===== config.mk =====
export PLATFORM = sky130hd
export DESIGN_NAME = qdiv_issue
export DESIGN_NICKNAME = d
export VERILOG_FILES = /design/src/rtl/qdiv_issue.sv
export SDC_FILE = /design/constraint.sdc
export NUM_CORES = 1
export LEC_CHECK = 0
export CAP_MARGIN = 20
export CORE_MARGIN = 1
export CORE_UTILIZATION = 37
export CTS_CLUSTER_SIZE = 24
export DETAILED_ROUTE_END_ITERATION = 12
export PLACE_DENSITY = 0.68
export SYNTH_ARGS = -nofsm -noshare
export SYNTH_HDL_FRONTEND = slang
export SYNTH_SLANG_ARGS = --single-unit

===== constraint.sdc =====
create_clock -name clk -period 3.4 [get_ports clk]
set_clock_uncertainty 0.1 [all_clocks]
set_input_delay 0.68 -clock clk [delete_from_list [all_inputs] [get_ports clk]]
set_output_delay 0.68 -clock clk [all_outputs]
set_load 0.02 [all_outputs]

===== src/rtl/qdiv_issue.sv =====
// qdiv_issue: operand FIFO, start/done sequencing and result register for qdiv.
// Ports: in_* operand push, div_* qdiv handshake, out_* result, busy/fifo_count status.
module qdiv_issue #(
    parameter int N       = 32,
    parameter int Q       = 15,
    parameter int DEPTH   = 4,
    parameter int TIMEOUT = 64
) (
    input  logic                       clk,
    input  logic                       rst_n,
    input  logic                       in_valid,
    output logic                       in_ready,
    input  logic [N-1:0]               in_dividend,
    input  logic [N-1:0]               in_divisor,
    output logic [N-1:0]               div_dividend,
    output logic [N-1:0]               div_divisor,
    output logic                       div_start,
    input  logic                       div_done,
    input  logic [N-1:0]               div_quotient,
    output logic                       out_valid,
    input  logic                       out_ready,
    output logic [N-1:0]               out_quotient,
    output logic                       out_dz,
    output logic                       out_timeout,
    output logic                       busy,
    output logic [$clog2(DEPTH+1)-1:0] fifo_count
);

    localparam int CW = $clog2(DEPTH + 1);
    localparam int PW = $clog2(DEPTH);
    localparam int TW = $clog2(TIMEOUT + 1);

    // Q only describes the operand format; reject configurations qdiv cannot run.
    if (Q >= N - 1 || TIMEOUT <= N + Q + 2 || DEPTH < 2 || (DEPTH & (DEPTH - 1)) != 0)
    begin : g_bad_cfg
        $error("qdiv_issue: illegal N/Q/DEPTH/TIMEOUT");
    end

    typedef enum logic [1:0] {
        IDLE      = 2'd0,
        ISSUE     = 2'd1,
        WAIT_ACK  = 2'd2,
        WAIT_DONE = 2'd3
    } state_t;

    state_t        state;
    logic [N-1:0]  dvd_mem [DEPTH];
    logic [N-1:0]  dvs_mem [DEPTH];
    logic [PW-1:0] wr_ptr;
    logic [PW-1:0] rd_ptr;
    logic [CW-1:0] count;
    logic [TW-1:0] tmo;

    logic          push;
    logic          pop;
    logic [N-1:0]  head_dvd;
    logic [N-1:0]  head_dvs;
    logic          head_dz;
    logic          expired;

    assign in_ready   = (count < CW'(DEPTH));
    assign push       = in_valid && in_ready;
    assign pop        = (state == IDLE) && (count != '0) && !out_valid;
    assign head_dvd   = dvd_mem[rd_ptr];
    assign head_dvs   = dvs_mem[rd_ptr];
    assign head_dz    = (head_dvs[N-2:0] == '0);
    assign expired    = (tmo >= TW'(TIMEOUT));
    assign fifo_count = count;
    assign busy       = (state != IDLE) || (count != '0) || out_valid;

    // Storage needs no reset: occupancy is tracked by count/pointers.
    always_ff @(posedge clk) begin
        if (push) begin
            dvd_mem[wr_ptr] <= in_dividend;
            dvs_mem[wr_ptr] <= in_divisor;
        end
    end

    always_ff @(posedge clk or negedge rst_n) begin
        if (!rst_n) begin
            wr_ptr <= '0;
            rd_ptr <= '0;
            count  <= '0;
        end else begin
            if (push) wr_ptr <= wr_ptr + 1'b1;
            if (pop)  rd_ptr <= rd_ptr + 1'b1;
            unique case ({push, pop})
                2'b10:   count <= count + 1'b1;
                2'b01:   count <= count - 1'b1;
                default: count <= count;
            endcase
        end
    end

    always_ff @(posedge clk or negedge rst_n) begin
        if (!rst_n) begin
            state        <= IDLE;
            tmo          <= '0;
            div_dividend <= '0;
            div_divisor  <= '0;
            div_start    <= 1'b0;
            out_valid    <= 1'b0;
            out_quotient <= '0;
            out_dz       <= 1'b0;
            out_timeout  <= 1'b0;
        end else begin
            div_start <= 1'b0;
            if (out_valid && out_ready) out_valid <= 1'b0;
            unique case (state)
                IDLE: begin
                    if (pop) begin
                        if (head_dz) begin
                            // Zero divisor: saturate magnitude, keep sign, skip qdiv.
                            out_quotient <= {head_dvd[N-1] ^ head_dvs[N-1], {(N-1){1'b1}}};
                            out_dz       <= 1'b1;
                            out_timeout  <= 1'b0;
                            out_valid    <= 1'b1;
                        end else begin
                            div_dividend <= head_dvd;
                            div_divisor  <= head_dvs;
                            div_start    <= 1'b1;
                            state        <= ISSUE;
                        end
                    end
                end
                ISSUE: begin
                    tmo   <= TW'(1);
                    state <= WAIT_ACK;
                end
                WAIT_ACK, WAIT_DONE: begin
                    tmo <= tmo + 1'b1;
                    if (expired) begin
                        out_quotient <= '0;
                        out_dz       <= 1'b0;
                        out_timeout  <= 1'b1;
                        out_valid    <= 1'b1;
                        state        <= IDLE;
                    end else if (state == WAIT_ACK) begin
                        if (!div_done) state <= WAIT_DONE;
                    end else if (div_done) begin
                        out_quotient <= div_quotient;
                        out_dz       <= 1'b0;
                        out_timeout  <= 1'b0;
                        out_valid    <= 1'b1;
                        state        <= IDLE;
                    end
                end
                default: state <= IDLE;
            endcase
        end
    end

endmodule


Word-level counts from Yosys, hierarchy flattened
Memory sizes are Yosys's and may differ from the RTL's.
Index checks and enable logic that the tools add are counted.
{"block": "totals", "register_bits": 116, "mem_bits_rw": 256, "in_bits": 101, "out_inout_bits": 105, "elab_cells": 90, "n_memories": 2}
{"block": "op_classes", "add_sub_neg": 5, "magnitude_cmp": 2, "eq_ne": 12, "mux": 37, "bitwise": 2, "n_reduce_logical": 18}
{"memory": "dvd_mem", "words": 4, "width": 32, "rd": 1, "rd_ports_with_merged_regs": 0, "write_ports": 1, "line_no": "47", "rtl": "logic [N-1:0] dvd_mem [DEPTH];"}
{"memory": "dvs_mem", "words": 4, "width": 32, "rd": 1, "rd_ports_with_merged_regs": 0, "write_ports": 1, "line_no": "48", "rtl": "logic [N-1:0] dvs_mem [DEPTH];"}
{"op": "2-to-1 mux 32 bit", "count": 5}
{"op": "one-hot mux 32 bit (2 select lines)", "count": 1}
{"op": "logical NOT 31 bit", "count": 1}
{"op": "2-to-1 mux 1 bit", "count": 19}
{"op": "one-hot mux 7 bit (2 select lines)", "count": 1}
{"op": "2-to-1 mux 2 bit", "count": 6}
{"op": "inequality test 4 bit, second input constant", "count": 2}
{"op": "nonzero test 2 bit", "count": 4}
{"op": "adder 7 x 1 -> 7 bit, second input constant", "count": 1}
{"op": "greater-or-equal comparator 7 bit, second input constant", "count": 1}
{"op": "equality test 2 bit, second input constant", "count": 3}
{"op": "inequality test 2 bit, second input constant", "count": 3}
{"op": "inequality test 3 bit, second input constant", "count": 2}
{"op": "one-hot mux 1 bit (2 select lines)", "count": 3}
{"op": "one-hot mux 2 bit (3 select lines)", "count": 1}
{"op": "one-hot mux 3 bit (2 select lines)", "count": 1}
{"op": "AND reduction 5 bit", "count": 1}
{"op": "adder 2 x 1 -> 2 bit, second input constant", "count": 2}
{"op": "equality test 2 x 1 -> 1 bit, second input constant", "count": 2}
{"op": "logical AND 1 bit", "count": 4}
{"op": "AND reduction 4 bit", "count": 1}
{"op": "adder 3 x 1 -> 3 bit, second input constant", "count": 1}
{"op": "less-than comparator 3 bit, second input constant", "count": 1}
{"op": "AND reduction 3 bit", "count": 1}
{"op": "8 further kinds", "count": 9}

Longest topological paths before layout
Gate-level depths: netlist of the first run.
{"block": "logic_depth", "depth_word": 6, "depth_mapped": 11}

Worst setup path before layout of the first run
Ideal clock, no wire load.
{"block": "synth_timing", "path_kind": "input to register", "startpoint": "input in_valid", "endpoint": "memory dvd_mem[0][0] (enable)", "setup_ns": 0.429, "arrival_ns": 2.557, "required_ns": 2.871, "path_slack_ns": 0.314, "stages": 3, "path_buffers": 1, "cell_sequence": "nor2b_1 > clkbuf_1 > and2_1"}
{"block": "synth_between", "elab_chain_cells": 3}
{"item": "start: declaration", "line_no": "11", "rtl": "input logic in_valid,"}
{"item": "logical AND 1 bit", "line_no": "62", "rtl": "assign push = in_valid && in_ready;"}
{"item": "2-to-1 mux 1 bit", "line_no": "73", "rtl": "if (push) begin"}
{"item": "2-to-1 mux 1 bit (not written as such)", "line_no": "74", "rtl": "dvd_mem[wr_ptr] <= in_dividend;"}
{"item": "end: declaration", "line_no": "47"}
No other way between the ends.

Worst setup path in the final report of the first run
{"block": "layout_timing", "startpoint": "register rd_ptr[0]", "endpoint": "register div_dividend[20]"}
{"block": "layout_between", "elab_chain_cells": 4, "word_cells_on_any_way": 5}
{"item": "start: declaration", "line_no": "50", "rtl": "logic [PW-1:0] rd_ptr;"}
{"item": "start signal: assignment", "line_no": "86", "rtl": "if (pop) rd_ptr <= rd_ptr + 1'b1;"}
{"item": "memory read (4 x 32 bit)"}
{"item": "logical NOT 31 bit", "line_no": "66", "rtl": "assign head_dz = (head_dvs[N-2:0] == '0);"}
{"item": "NOT 1 bit (no line)"}
{"item": "AND reduction 3 bit (no line)"}
{"item": "end signal: assignment", "line_no": "119", "rtl": "div_dividend <= head_dvd;"}
{"item": "end: declaration", "line_no": "15", "rtl": "output logic [N-1:0] div_dividend,"}
Parallel ways exist; a longest one is shown, timed or not.
A chain may end at the register's enable or synchronous reset.

==> results of run 1 <==
-- power by group through the flow --
stage / clock (mW) / combinational (mW) / sequential [mW]
3_5_place_dp: 0 / 5.99 / 6.81
6_report: 4.54 / 5.97 / 6.70
2_1_floorplan: 0 / 2.85 / 7.33
4_1_cts: 4.68 / 6.01 / 6.73
3_3_place_gp: 0 / 5.90 / 6.77
5_1_grt: 4.84 / 6.45 / 6.85
-- layout by cell type, fill, tap and decap left out, types with 6 or more instances in the layout --
cell type / instances
clkdlybuf4s50_1: 204
buf_12: 15
nor4_1: 6
edfxtp_1: 256
mux4_2: 64
buf_4: 18
mux2_2: 6
nor2_1: 34
o21a_1: 32
nand2_1: 8
clkbuf_16: 43
ha_1: 7
clkbuf_8: 8
clkbuf_1: 7
a31oi_1: 33
inv_1: 14
mux2_1: 58
xnor2_1: 6
nand2b_1: 32
dfrtp_1: 114
-- Yosys cell counts --
master      n
buf_6       5
and3_1      1
mux2i_1     1
dfrtp_1   116
nor4_1      8
clkbuf_1   23
fa_1        1
a311o_1     1
mux2_1     58
a22oi_1     1
or2_1       1
xor2_1      1
a31oi_1    33
buf_1       3
inv_1      14
o21ai_0     5
ha_1        7
o22ai_1     1
nand2b_1   32
nor2b_1     1
nand3_1     3
o221ai_1    1
xnor2_1     6
nand2_1     8
buf_2       8
buf_4       2
and2_1      5
or3_1       1
nand4_1     4
o21a_1     32
or2_0       1
nor3_1      3
edfxtp_1  256
o21ai_1     3
o211ai_1    2
nor2_1     34
o31ai_1     3
a21oi_1     3
inv_2       1
mux4_2     64
mux2_2      6
o31ai_2     1
-- path summary, 6_finish.rpt --
| kind | start | endpoint | slack [ns] | cells past startpoint |
|---|---|---|---|---|
| setup / recovery | rd_ptr[0]$_DFFE_PN0P_ | div_dividend[20]$_DFFE_PN0P_ | 0.18 | 7 |
| hold / removal | rst_n | div_divisor[26]$_DFFE_PN0P_ | 0.17 | 1 |
| setup reg to reg | rd_ptr[0]$_DFFE_PN0P_ | div_dividend[20]$_DFFE_PN0P_ | 0.18 | 7 |
| hold reg to reg | div_divisor[10]$_DFFE_PN0P_ | div_divisor[10]$_DFFE_PN0P_ | 0.39 | 1 |
| max in group asynchronous | rst_n | rd_ptr[1]$_DFFE_PN0P_ | 2.23 | 2 |
| min in group clk | div_divisor[10]$_DFFE_PN0P_ | div_divisor[10]$_DFFE_PN0P_ | 0.39 | 1 |
-- registers in the layout (all words and copies together), names as in the netlist --
| name | flops |
|---|---|
| div_start | 1 |
| wr_ptr | 2 |
| rd_ptr | 2 |
| fifo_count | 3 |
| out_valid | 1 |
| state | 2 |
| dvd_mem | 128 |
| dvs_mem | 128 |
| out_dz | 1 |
| out_timeout | 1 |
| div_divisor | 32 |
| tmo | 7 |
| div_dividend | 32 |
| out_quotient | 32 |
-- area by class of cell --
type	instances	area, sq um	share of cell area (%)
tap	511	639	3.41
antenna	4	10.0	0.0534
timing repair buffer	241	2540	13.5
clock inverter	15	208	1.11
multi-input combinational	332	3510	18.7
sequential	372	10600	56.5
clock buffer	57	1190	6.33
inverter	15	56.3	0.300
-- cells by family after synthesis --
family	after synthesis
AOI/OAI and AO/OA	86
xor gates and xnor gates	7
adders and majority gates	8
buffers and inverters	56
DFF	372
muxes	129
and+or+nand+nor	102
-- worst max-delay path: stages (launching register included) --
cell       delay [ns]
dfrtp_4          0.55
buf_4            0.24
mux4_2           0.59
nor4_1           0.36
nand4_1          0.26
o21ai_4          0.34
clkbuf_16        0.30
mux2_1           0.35
-- metrics by stage --
stage / TNS, ns / setup WS (ns)
finish: 0 / 0.175
global route: -0.0000946 / -0.0000946
CTS: 0 / 0.00719
detailed placement: 0 / 0.00919
global placement: -0.493 / -0.0151
floorplan: 0 / 0.314
-- per-layer routing --
metal  part of all wire (%)  track usage, %  vias to the layer above  routed length (um)
met5                  0.089               0                        -                  28
met2                     47            26.4                      224               14700
li1                       -               -                     3464                   -
met4                    2.1            5.47                        4                 648
met1                     43            20.8                     3913               13600
met3                    7.8            4.65                       45                2460
-- what timing repair did --
item,4_1_cts,5_1_grt
resized for setup,0,5
endpoints found under the setup margin,0,68
setup buffers,0,1
==> flow_metrics.env, run 1 <==
export IMPL_drive_gt1_share_pct=17.6
export IMPL_synthXorXnorAreaFrac_pct=0.429
export IMPL_period_needed_ns=3.22
export IMPL_clkTransAtPathRegs_ns=0.06
export IMPL_drtIter0Drc=341
export IMPL_synth_top_area_share_pct=53.7
export IMPL_synth_compound_area_share_pct=4.08
export IMPL_p_sw_mw=5.37
export IMPL_peakVddDrop_mv=0.452
export IMPL_max_slew_margin_pct=37.6
export IMPL_synthCells=760
export IMPL_cp_end_kind="flop"
export IMPL_fin_hold_ws_ns=0.173
export IMPL_synth_top_family_by_area="multiplexers"
export IMPL_stdcell_count=1547
export IMPL_worstSetupStartpointType="flop"
export IMPL_tritoncts="yes"
export IMPL_final_hold_viol_count=0
export IMPL_cp_required_ns=3.72
export IMPL_clk_path_buf_depth=3
export IMPL_p_total_mw=17.2
export IMPL_core_sq_um=37800
export IMPL_yosys_warnings=0
export IMPL_drc=0
export IMPL_setup_violations_final=0
export IMPL_tightest_slew_ns=0.935
export IMPL_p_seq_share_pct=38.9
export IMPL_place_area_sq_um=17300
export IMPL_syn_nets=869
export IMPL_power_frac_clock_pct=26.4
export IMPL_ys_types=42
export IMPL_viasPerCell=4.95
export IMPL_slew_viol_final=0
export IMPL_place_congestion=0.720
export IMPL_area_growth_syn_to_layout_pct=31.0
export IMPL_drtPass1Iterations=5
export IMPL_period_share_pct=94.8
export IMPL_ctsHtreeMaxLevel=2
export IMPL_p_comb_share_pct=34.7
export IMPL_postRouteWirelength_mm=31.4
export IMPL_power_density_nw_per_um2=918
export IMPL_pin_count=206
export IMPL_sw_frac_of_total_pct=31.2
export IMPL_postCtsHoldBufs=0
export IMPL_vias=7650
export IMPL_status="finished, final reports clean"
export IMPL_ys_ff_latch=372
export IMPL_die_w_um=199
export IMPL_drtAntennaViolNets=0
export IMPL_crit_type="flop to flop"
export IMPL_grt_overflow=0
export IMPL_cts_sinks=372
export IMPL_synth_mux_area_fraction_pct=15.2
export IMPL_yosys_area_share_simple_pct=3.67
export IMPL_final_cell_area_sq_um=18700
export IMPL_grt_first_pass_wirelength_mm=47.7
export IMPL_insertion_delay_ns=0.55
export IMPL_cts_root_buf="clkbuf_16"
export IMPL_arrival_ns=3.55
export IMPL_crit_fanout=24
export IMPL_dieArea_sq_um=39500
export IMPL_antenna_found_initial=4
export IMPL_placedCellCount=1469
export IMPL_synthTopCellsByArea="edfxtp_1 54%, dfrtp_1 20%, mux4_2 10%, mux2_1 4.6%, o21a_1 1.7%"
export IMPL_syn_area_sq_um=14300
export IMPL_numPortBuffers=205
export IMPL_floorplan_initialDensity_pct=37.8
export IMPL_layout_nets=1111
export IMPL_synth_area_per_cell_sq_um=18.8
export IMPL_hold_path_class="input pin to asynchronous set/reset pin"
export IMPL_final_core_util_pct=49.5
export IMPL_max_freq_ghz=0.310
export IMPL_p_leak_nw=6.63
export IMPL_cts_buffers=40
export IMPL_yosys_area_top_type="edfxtp_1"
export IMPL_grt_pass1_vias=8215
export IMPL_p_int_mw=11.8
export IMPL_grt_total_usage_pct=16.2
export IMPL_rows=71
export IMPL_wl_per_cell_um=20.3
export IMPL_synthAdderAreaFrac_pct=0.752
export IMPL_cap_viol_max_count=0
export IMPL_ys_seq_area_share_pct=74.0
export IMPL_grt_max_degree=96
export IMPL_fill_cells=3184
export IMPL_hpwl_mm=19.9
export IMPL_dieHeight_um=199
Note: power is estimated with default switching activity, not from simulation.
==> run 2: changes to the inputs <==
REMOVE_ABC_BUFFERS = 1   (was not set)
==> run 2 against run 1 <==
Die area stayed put. Sequential share of layout area is 0.35 points higher. Sequential power hardly changed. Highest routed layer unchanged.
==> flow_metrics.env, run 2 (synthesis results as in run 1) <==
export IMPL_postRouteWirelength_mm=31.0
export IMPL_core_sq_um=37800
export IMPL_drt_met1_wl_mm=13.1
export IMPL_p_total_mw=17.0
export IMPL_wl_met2_mm=14.8
export IMPL_wl_per_cell_um=20.0
export IMPL_worstSetupStartpointType="flop"
export IMPL_floorplan_initialDensity_pct=37.8
export IMPL_period_share_pct=95.3
export IMPL_antenna_found_initial=5
export IMPL_place_congestion=0.704
export IMPL_dieHeight_um=199
export IMPL_grt_total_usage_pct=15.8
export IMPL_area_growth_syn_to_layout_pct=30.3
export IMPL_peakVddDrop_mv=0.519
export IMPL_vias=7663
export IMPL_hpwl_mm=19.3
export IMPL_fin_hold_ws_ns=0.0731
export IMPL_cap_viol_max_count=0
export IMPL_cp_required_ns=3.71
export IMPL_clk_path_buf_depth=3
export IMPL_final_cell_area_sq_um=18600
export IMPL_placedCellCount=1466
export IMPL_die_w_um=199
export IMPL_cp_end_kind="flop"
export IMPL_final_hold_viol_count=0
export IMPL_layout_commonest_cell="edfxtp_1"
export IMPL_drtPass1Iterations=6
export IMPL_drive_gt1_share_pct=17.2
export IMPL_insertion_delay_ns=0.54
export IMPL_tightest_slew_ns=0.701
export IMPL_arrival_ns=3.55
export IMPL_crit_fanout=29
export IMPL_period_needed_ns=3.24
export IMPL_final_setup_tns_ns=0
export IMPL_cts_sinks=372
export IMPL_cts_buffers=41
export IMPL_postCtsHoldBufs=0
export IMPL_crit_type="flop to flop"
export IMPL_p_leak_nw=6.59
export IMPL_cts_root_buf="clkbuf_16"
export IMPL_place_area_sq_um=17200
export IMPL_max_stage_delay_ns=0.54
export IMPL_slew_viol_final=0
export IMPL_max_slew_margin_pct=53.3
export IMPL_status="finished, final reports clean"
export IMPL_pin_count=206
export IMPL_grt_pass1_vias=8099
export IMPL_routed_top_layer="met5"
export IMPL_rows=71
export IMPL_setup_violations_final=0
export IMPL_dr_wl_met3_mm=2.54
export IMPL_drtIter0Drc=270
export IMPL_tritoncts="yes"
export IMPL_ctsHtreeMaxLevel=2
export IMPL_reg_top3="dvd_mem: 128 flops, dvs_mem: 128 flops"
export IMPL_path_cells="buf_12 > mux4_2 > nor4_2 > buf_4 > nand4_1 > o21ai_4 > buf_4 > buf_12 > mux2_2"
export IMPL_cpMaxStageDelayCell="mux4_2"
export IMPL_grt_overflow=0
export IMPL_power_density_nw_per_um2=913
export IMPL_fill_cells=3184
export IMPL_numPortBuffers=205
export IMPL_rsz0062_at_grt="false"
export IMPL_viasPerCell=4.95
export IMPL_grt_first_pass_wirelength_mm=46.9
export IMPL_final_cell_mix="256 x edfxtp_1, 204 x clkdlybuf4s50_1, 114 x dfrtp_1"
export IMPL_drc=0
export IMPL_drtAntennaViolNets=0
export IMPL_dieArea_sq_um=39500
export IMPL_hold_path_class="input pin to asynchronous set/reset pin"
export IMPL_max_freq_ghz=0.309
export IMPL_grt_max_degree=70
export IMPL_clkTransAtPathRegs_ns=0.06
export IMPL_stdcell_count=1549
export IMPL_layout_nets=1112
run 2: cell types whose count changed in the layout (fill, tap and decap cells not counted):
cell       before  now
buf_4          18   24
clkbuf_1        7   13
buf_12         15   11
clkbuf_8        8    5
buf_6           3    1
bufinv_16       5    3
diode_2         4    2
clkinv_1        2    3
clkinv_8        0    1
inv_16          0    1
inv_6           1    0
inv_8           0    1
nor4_1          6    7
nor4_4          1    0
run 2: per-stage QoR:
step	util, %	worst slack [ns]
floorplan	-	-4.17
global placement	45.5	0.0222
detailed placement	45.5	0.00152
CTS	49.1	0.0733
global route	49.2	0.000594
finish	49.2	0.161
run 2: final cells by class:
| type | count | area [sq um] | share of cell area (%) |
|---|---|---|---|
| diodes | 2 | 5.00 | 0.0269 |
| clock buffers | 60 | 1170 | 6.27 |
| clock inverters | 16 | 190 | 1.02 |
| inverters | 15 | 56.3 | 0.302 |
| multi-input cells | 332 | 3500 | 18.8 |
| flip-flops and latches | 372 | 10600 | 56.9 |
| well taps | 511 | 639 | 3.43 |
| repair buffers | 241 | 2480 | 13.3 |
run 2: worst max-delay path: cells and delay by family, from the launching register on:
family / cells / cell delay (ns)
multiplexers: 2 / 0.89
flip-flops: 1 / 0.53
AND/OR/NAND/NOR: 2 / 0.59
AO/OA/AOI/OAI: 1 / 0.26
buffers and inverters: 4 / 0.72
run 2: per-layer routing:
metal  track usage [%]  vias to the layer above
met4              4.36                        6
met1              20.0                     3910
met5                 0                        -
met2              26.2                      216
li1                  -                     3480
met3              5.09                       51
run 2: power by group:
group	internal [mW]	switching, mW
clock	2.64	1.75
combinational	2.98	2.94
sequential	6.04	0.663
run 2: timing repair:
item / in CTS / in global routing
gates cloned: 0 / 1
gates resized for setup: 0 / 1
buffers inserted: 2 / 2
setup endpoints to repair: 11 / 35
pin swaps: 0 / 1
run 2: worst paths after layout:
path	cells past startpoint	start	endpoint	slack (ns)
hold / removal	1	rst_n	out_quotient[11]$_DFFE_PN0P_	0.07
setup / recovery	9	rd_ptr[0]$_DFFE_PN0P_	div_divisor[25]$_DFFE_PN0P_	0.16
hold reg to reg	1	div_divisor[8]$_DFFE_PN0P_	div_divisor[8]$_DFFE_PN0P_	0.39
setup reg to reg	9	rd_ptr[0]$_DFFE_PN0P_	div_divisor[25]$_DFFE_PN0P_	0.16
max in group asynchronous	2	rst_n	div_divisor[25]$_DFFE_PN0P_	2.23
min in group clk	1	div_divisor[8]$_DFFE_PN0P_	div_divisor[8]$_DFFE_PN0P_	0.39
